[src/rtl/stream_demux_1ton_pkg.sv]
// Shared types and helpers for the packet-aware 1-to-N stream demultiplexer.
package demux_pkg;

  typedef enum logic [1:0] {
    IDLE  = 2'd0,
    ROUTE = 2'd1,
    DROP  = 2'd2
  } state_e;

  function automatic int unsigned sel_width(input int unsigned n);
    return (n <= 2) ? 1 : $clog2(n);
  endfunction

endpackage

[src/rtl/stream_demux_1ton_out_slice.sv]
// One-entry valid/ready register slice for a single demux output channel.
module demux_out_slice #(
  parameter int unsigned DATA_W = 8
) (
  input  logic              clk,
  input  logic              rst_n,
  input  logic              load,
  input  logic [DATA_W-1:0] in_data,
  input  logic              in_last,
  input  logic              out_ready,
  output logic              out_valid,
  output logic [DATA_W-1:0] out_data,
  output logic              out_last
);

  logic              valid_q, valid_d;
  logic [DATA_W-1:0] data_q, data_d;
  logic              last_q, last_d;

  // A load in the same cycle as a drain replaces the entry, so valid stays high.
  always_comb begin
    valid_d = valid_q;
    data_d  = data_q;
    last_d  = last_q;
    if (load) begin
      valid_d = 1'b1;
      data_d  = in_data;
      last_d  = in_last;
    end else if (valid_q && out_ready) begin
      valid_d = 1'b0;
    end
  end

  always_ff @(posedge clk or negedge rst_n) begin
    if (!rst_n) begin
      valid_q <= 1'b0;
      data_q  <= '0;
      last_q  <= 1'b0;
    end else begin
      valid_q <= valid_d;
      data_q  <= data_d;
      last_q  <= last_d;
    end
  end

  assign out_valid = valid_q;
  assign out_data  = data_q;
  assign out_last  = last_q;

endmodule

[src/rtl/stream_demux_1ton.sv]
// Packet-aware 1-to-N valid/ready demultiplexer: routes each packet to the
// channel chosen on its first beat, drops packets addressed to absent channels.
module stream_demux_1ton
  import demux_pkg::*;
#(
  parameter int unsigned NUM_OUT = 2,
  parameter int unsigned DATA_W  = 8,
  parameter int unsigned CNT_W   = 16,
  localparam int unsigned SEL_W  = sel_width(NUM_OUT)
) (
  input  logic                      clk,
  input  logic                      rst_n,
  input  logic                      in_valid,
  output logic                      in_ready,
  input  logic [DATA_W-1:0]         in_data,
  input  logic                      in_last,
  input  logic [SEL_W-1:0]          in_sel,
  output logic [NUM_OUT-1:0]        out_valid,
  input  logic [NUM_OUT-1:0]        out_ready,
  output logic [NUM_OUT*DATA_W-1:0] out_data,
  output logic [NUM_OUT-1:0]        out_last,
  output logic                      busy,
  output logic [CNT_W-1:0]          drop_cnt
);

  state_e             state_q, state_d;
  logic [SEL_W-1:0]   sel_q, sel_d;
  logic [CNT_W-1:0]   drop_cnt_q, drop_cnt_d;
  logic               busy_q, busy_d;

  logic [SEL_W-1:0]   tgt;
  logic               tgt_ok;
  logic               tgt_ready;
  logic               accept;
  logic [NUM_OUT-1:0] load;

  // Target decode is done by comparison so an out-of-range in_sel never
  // indexes past the channel vectors.
  always_comb begin
    tgt       = (state_q == ROUTE) ? sel_q : in_sel;
    tgt_ok    = 1'b0;
    tgt_ready = 1'b0;
    for (int unsigned i = 0; i < NUM_OUT; i++) begin
      if (tgt == SEL_W'(i)) begin
        tgt_ok    = 1'b1;
        tgt_ready = !out_valid[i] || out_ready[i];
      end
    end
    in_ready = (state_q == DROP) || !tgt_ok || tgt_ready;
    accept   = in_valid && in_ready;
    load     = '0;
    for (int unsigned i = 0; i < NUM_OUT; i++) begin
      load[i] = accept && (state_q != DROP) && (tgt == SEL_W'(i));
    end
  end

  always_comb begin
    state_d    = state_q;
    sel_d      = sel_q;
    drop_cnt_d = drop_cnt_q;
    unique case (state_q)
      IDLE: begin
        if (accept) begin
          if (tgt_ok) begin
            if (!in_last) begin
              state_d = ROUTE;
              sel_d   = tgt;
            end
          end else begin
            if (drop_cnt_q != '1) drop_cnt_d = drop_cnt_q + 1'b1;
            if (!in_last) state_d = DROP;
          end
        end
      end
      ROUTE, DROP: begin
        if (accept && in_last) state_d = IDLE;
      end
      default: state_d = IDLE;
    endcase
    busy_d = (state_d != IDLE);
  end

  always_ff @(posedge clk or negedge rst_n) begin
    if (!rst_n) begin
      state_q    <= IDLE;
      sel_q      <= '0;
      drop_cnt_q <= '0;
      busy_q     <= 1'b0;
    end else begin
      state_q    <= state_d;
      sel_q      <= sel_d;
      drop_cnt_q <= drop_cnt_d;
      busy_q     <= busy_d;
    end
  end

  assign busy     = busy_q;
  assign drop_cnt = drop_cnt_q;

  for (genvar g = 0; g < NUM_OUT; g++) begin : g_slice
    demux_out_slice #(
      .DATA_W (DATA_W)
    ) u_slice (
      .clk       (clk),
      .rst_n     (rst_n),
      .load      (load[g]),
      .in_data   (in_data),
      .in_last   (in_last),
      .out_ready (out_ready[g]),
      .out_valid (out_valid[g]),
      .out_data  (out_data[g*DATA_W +: DATA_W]),
      .out_last  (out_last[g])
    );
  end

endmodule

[config.mk]
export PLATFORM = sky130hd
export DESIGN_NAME = stream_demux_1ton
export DESIGN_NICKNAME = d
export VERILOG_FILES = /design/src/rtl/stream_demux_1ton_pkg.sv /design/src/rtl/stream_demux_1ton_out_slice.sv /design/src/rtl/stream_demux_1ton.sv
export SDC_FILE = /design/constraint.sdc
export NUM_CORES = 1
export LEC_CHECK = 0
export BUFFER_PORTS_ARGS = -buffer_cell sky130_fd_sc_hd__buf_4
export CAP_MARGIN = 20
export CELL_PAD_IN_SITES_DETAIL_PLACEMENT = 1
export CELL_PAD_IN_SITES_GLOBAL_PLACEMENT = 2
export CORE_ASPECT_RATIO = 1.5
export CORE_MARGIN = 2
export CORE_UTILIZATION = 32
export DETAILED_ROUTE_END_ITERATION = 8
export PLACE_DENSITY_LB_ADDON = 0.2
export SLEW_MARGIN = 20
export SYNTH_ARGS = -nofsm -noshare
export SYNTH_HDL_FRONTEND = slang
export SYNTH_HIERARCHICAL = 1
export SYNTH_SLANG_ARGS = --single-unit
export TNS_END_PERCENT = 50
[constraint.sdc]
create_clock -name clk -period 5.85 [get_ports clk]
set_input_delay 0.585 -clock clk [delete_from_list [all_inputs] [get_ports clk]]
set_output_delay 0.585 -clock clk [all_outputs]
set_load 0.01 [all_outputs]
==> impl_metrics.env <==
export IMPL_post_dp_hpwl_um=1940
export IMPL_htreeDepth=1
export IMPL_fmax_mhz=363
export IMPL_switching_share_pct=31.2
export IMPL_die_area_mm2=0.00446
export IMPL_core_area_mm2=0.00372
export IMPL_power_mw=0.777
export IMPL_clkPwrFrac_pct=14.1
export IMPL_drv_slew=0
export IMPL_grt_pass1_wl_um=3770
export IMPL_synthesis_area_mm2=0.00126
export IMPL_final_cell_mix="buf_4, dfrtp_1, mux2_4"
export IMPL_combPwrFrac_pct=48.3
export IMPL_synthDistinctLibCells=22
export IMPL_period_share_pct=47.1
export IMPL_tns_ns=0
export IMPL_grt_max_degree=25
export IMPL_first_pass_iters=3
export IMPL_switchingPower_mw=0.242
export IMPL_final_core_util_pct=42.2
export IMPL_insertion_delay_ns=0.26
export IMPL_hp_class="input port to asynchronous set/reset pin"
export IMPL_ios=53
export IMPL_ir_drop_mv=0.187
export IMPL_leakage_nw=0.795
export IMPL_cts_root_buffer="clkbuf_8"
export IMPL_start_util_pct=33.8
export IMPL_hold_viol_final=0
export IMPL_antennaDiodeCount=0
export IMPL_drive_gt1_share_pct=51.6
export IMPL_cts_tree="built"
export IMPL_path_max_fanout=10
export IMPL_route_detailed_drc=0
export IMPL_crit_top_cell="mux2_4"
export IMPL_drtIter0Drc=7
export IMPL_r2r_slack_ns=3.09
export IMPL_required_ns=6.00
export IMPL_fin_crit_ns=2.76
export IMPL_cap_violations=0
export IMPL_dpl_worst_slack_ns=3.07
export IMPL_post_cts_resized=0
export IMPL_grt_pass1_vias=809
export IMPL_rows=27
export IMPL_hold_worst_slack_ns=0.208
export IMPL_hold_buffers=0
export IMPL_slew_headroom_pct=27.0
export IMPL_cpPeakStageDelay_ns=0.88
export IMPL_ys_ff_latch=24
export IMPL_endpoint_kind="flip-flop"
export IMPL_layout_commonest_cell="buf_4"
export IMPL_r2r_end="g_slice[1].u_slice/out_last$_DFFE_PN0P_"
export IMPL_port_buffers=36
export IMPL_worst_pin_slew_ns=1.09
export IMPL_post_cts_setup_buffer_count=0
export IMPL_power_per_cell_area_mw_per_mm2=496
export IMPL_ys_warn_count=6
export IMPL_r2r_start="state_q[1]$_DFF_PN0_"
export IMPL_worstRegToRegCells=7
export IMPL_cp_slowest_cell="nor3b_2"
export IMPL_outcome="completed"
export IMPL_antenna_left=0
export IMPL_clkTransAtPathRegs_ns=0.08
export IMPL_n_fill_cell=424
export IMPL_crit_path_start_kind="flip-flop"
export IMPL_yosysSeqAreaShare_pct=47.8
export IMPL_finalSetupViolCount=0
export IMPL_fin_skew_ns=0.00126
export IMPL_globalplace_congestion=0.723
export IMPL_clock_path_buffers=2
export IMPL_synth_area_per_cell_um2=14.0
export IMPL_seqPwrFrac_pct=37.6
export IMPL_fin_nets=148
export IMPL_via_count=762
export IMPL_cts_made_buffers=3
export IMPL_antenna_found_initial=0
export IMPL_fin_ws_ns=3.09
export IMPL_vias_per_cell=4.46
export IMPL_chipWidth_um=55.2
export IMPL_totalWireLength_um=2440
export IMPL_overflow=0
export IMPL_die_h_um=80.8
export IMPL_wire_per_inst_um=14.2
export IMPL_crit_arrival_ns=2.91
export IMPL_crit_path_cell_trace="inv_1, ha_1, mux2_4, mux2i_4, nand2_1, nor3b_2, mux2_4"
export IMPL_rsz0062_at_grt="false"
export IMPL_syn_inst=90
export IMPL_internal_power_mw=0.535
export IMPL_crit_type="flip-flop to flip-flop"
export IMPL_cts_sinks=24
export IMPL_grt_usage_pct=11.5
export IMPL_syn_to_final_growth_pct=24.7
-- metrics by stage --
step                area, um^2  instances
finish                    1570        171
global route              1570        171
CTS                       1570        171
detailed placement        1510        167
global placement          1510        167
floorplan                 1310        105
-- final cells by class --
class	count	area [um^2]	area share (%)
sequential	24	601	38.3
clock buffer	4	55.1	3.51
multi-input combinational	59	566	36.1
inverter	4	15.0	0.958
tap	43	53.8	3.43
timing repair buffer	37	278	17.7
-- worst max-delay path, delay by kind of cell (launching register included) --
family	cells	cell delay [ns]
adders and majority gates	1	0.17
buffers and inverters	1	0.10
DFF	1	0.41
muxes	3	0.94
and+or+nand+nor	2	1.02
-- Yosys cell counts, drive strengths merged --
master | n | area, um^2
or3 | 1 | 6.26
a21o | 2 | 17.5
o21bai | 2 | 15.0
nand2 | 1 | 3.75
dfrtp | 24 | 601
mux2 | 20 | 297
mux2i | 1 | 22.5
inv | 4 | 15.0
nor3 | 1 | 5.00
ha | 4 | 50.1
a31o | 1 | 8.76
nor4bb | 1 | 10.0
nor3b | 3 | 22.5
buf | 18 | 143
a31oi | 1 | 6.26
nor2 | 2 | 7.51
a2bb2oi | 1 | 8.76
nand4b | 1 | 8.76
conb | 1 | 3.75
nor2b | 1 | 6.26
-- how the worst max path moves through the flow --
stage                          from                                          to  slack [ns]  cells past startpoint
6_report       state_q[1]$_DFF_PN0_     g_slice[1].u_slice/out_last$_DFFE_PN0P_        3.09                      7
5_1_grt        state_q[1]$_DFF_PN0_  g_slice[1].u_slice/out_data[5]$_DFFE_PN0P_        2.93                      7
4_1_cts        state_q[1]$_DFF_PN0_  g_slice[1].u_slice/out_data[1]$_DFFE_PN0P_        3.05                      7
3_5_place_dp   state_q[1]$_DFF_PN0_     g_slice[1].u_slice/out_last$_DFFE_PN0P_        3.07                      7
3_3_place_gp                 in_sel     g_slice[1].u_slice/out_last$_DFFE_PN0P_        3.16                      6
2_1_floorplan  state_q[1]$_DFF_PN0_  g_slice[1].u_slice/out_data[0]$_DFFE_PN0P_        3.72                      8
-- routing by layer --
metal | vias up | wire [um] | track usage [%]
met5 | - | 0 | 0
met1 | 382 | 976 | 13.8
met4 | 0 | 23 | 3.66
met2 | 26 | 1290 | 20.2
met3 | 4 | 143 | 1.65
li1 | 350 | - | -
-- kinds of logic (layout without fill, tap and decap cells) --
family	after synthesis	in the layout	share of synthesized area, %
DFF	24	24	47.8
buffers and inverters	22	45	12.5
muxes	21	21	25.4
and+or+nand+nor	11	11	5.57
AOI/OAI and AO/OA	7	7	4.48
adders and majority gates	4	4	3.98
other	1	16	0.298
-- sequential cells by signal, indices dropped and copies added (netlist names) --
name,flops
busy,1
g_slice.u_slice/out_data,16
g_slice.u_slice/out_last,2
g_slice.u_slice/out_valid,2
sel_q,1
state_q,2
-- power groups by stage --
| stage | sequential [mW] | clock (mW) | combinational (mW) |
|---|---|---|---|
| 6_report | 0.292 | 0.109 | 0.375 |
| 5_1_grt | 0.302 | 0.121 | 0.409 |
| 4_1_cts | 0.294 | 0.116 | 0.382 |
| 3_5_place_dp | 0.296 | 0 | 0.381 |
| 3_3_place_gp | 0.294 | 0 | 0.376 |
| 2_1_floorplan | 0.322 | 0 | 0.201 |
No activity file was read; power rests on OpenSTA's default activity.
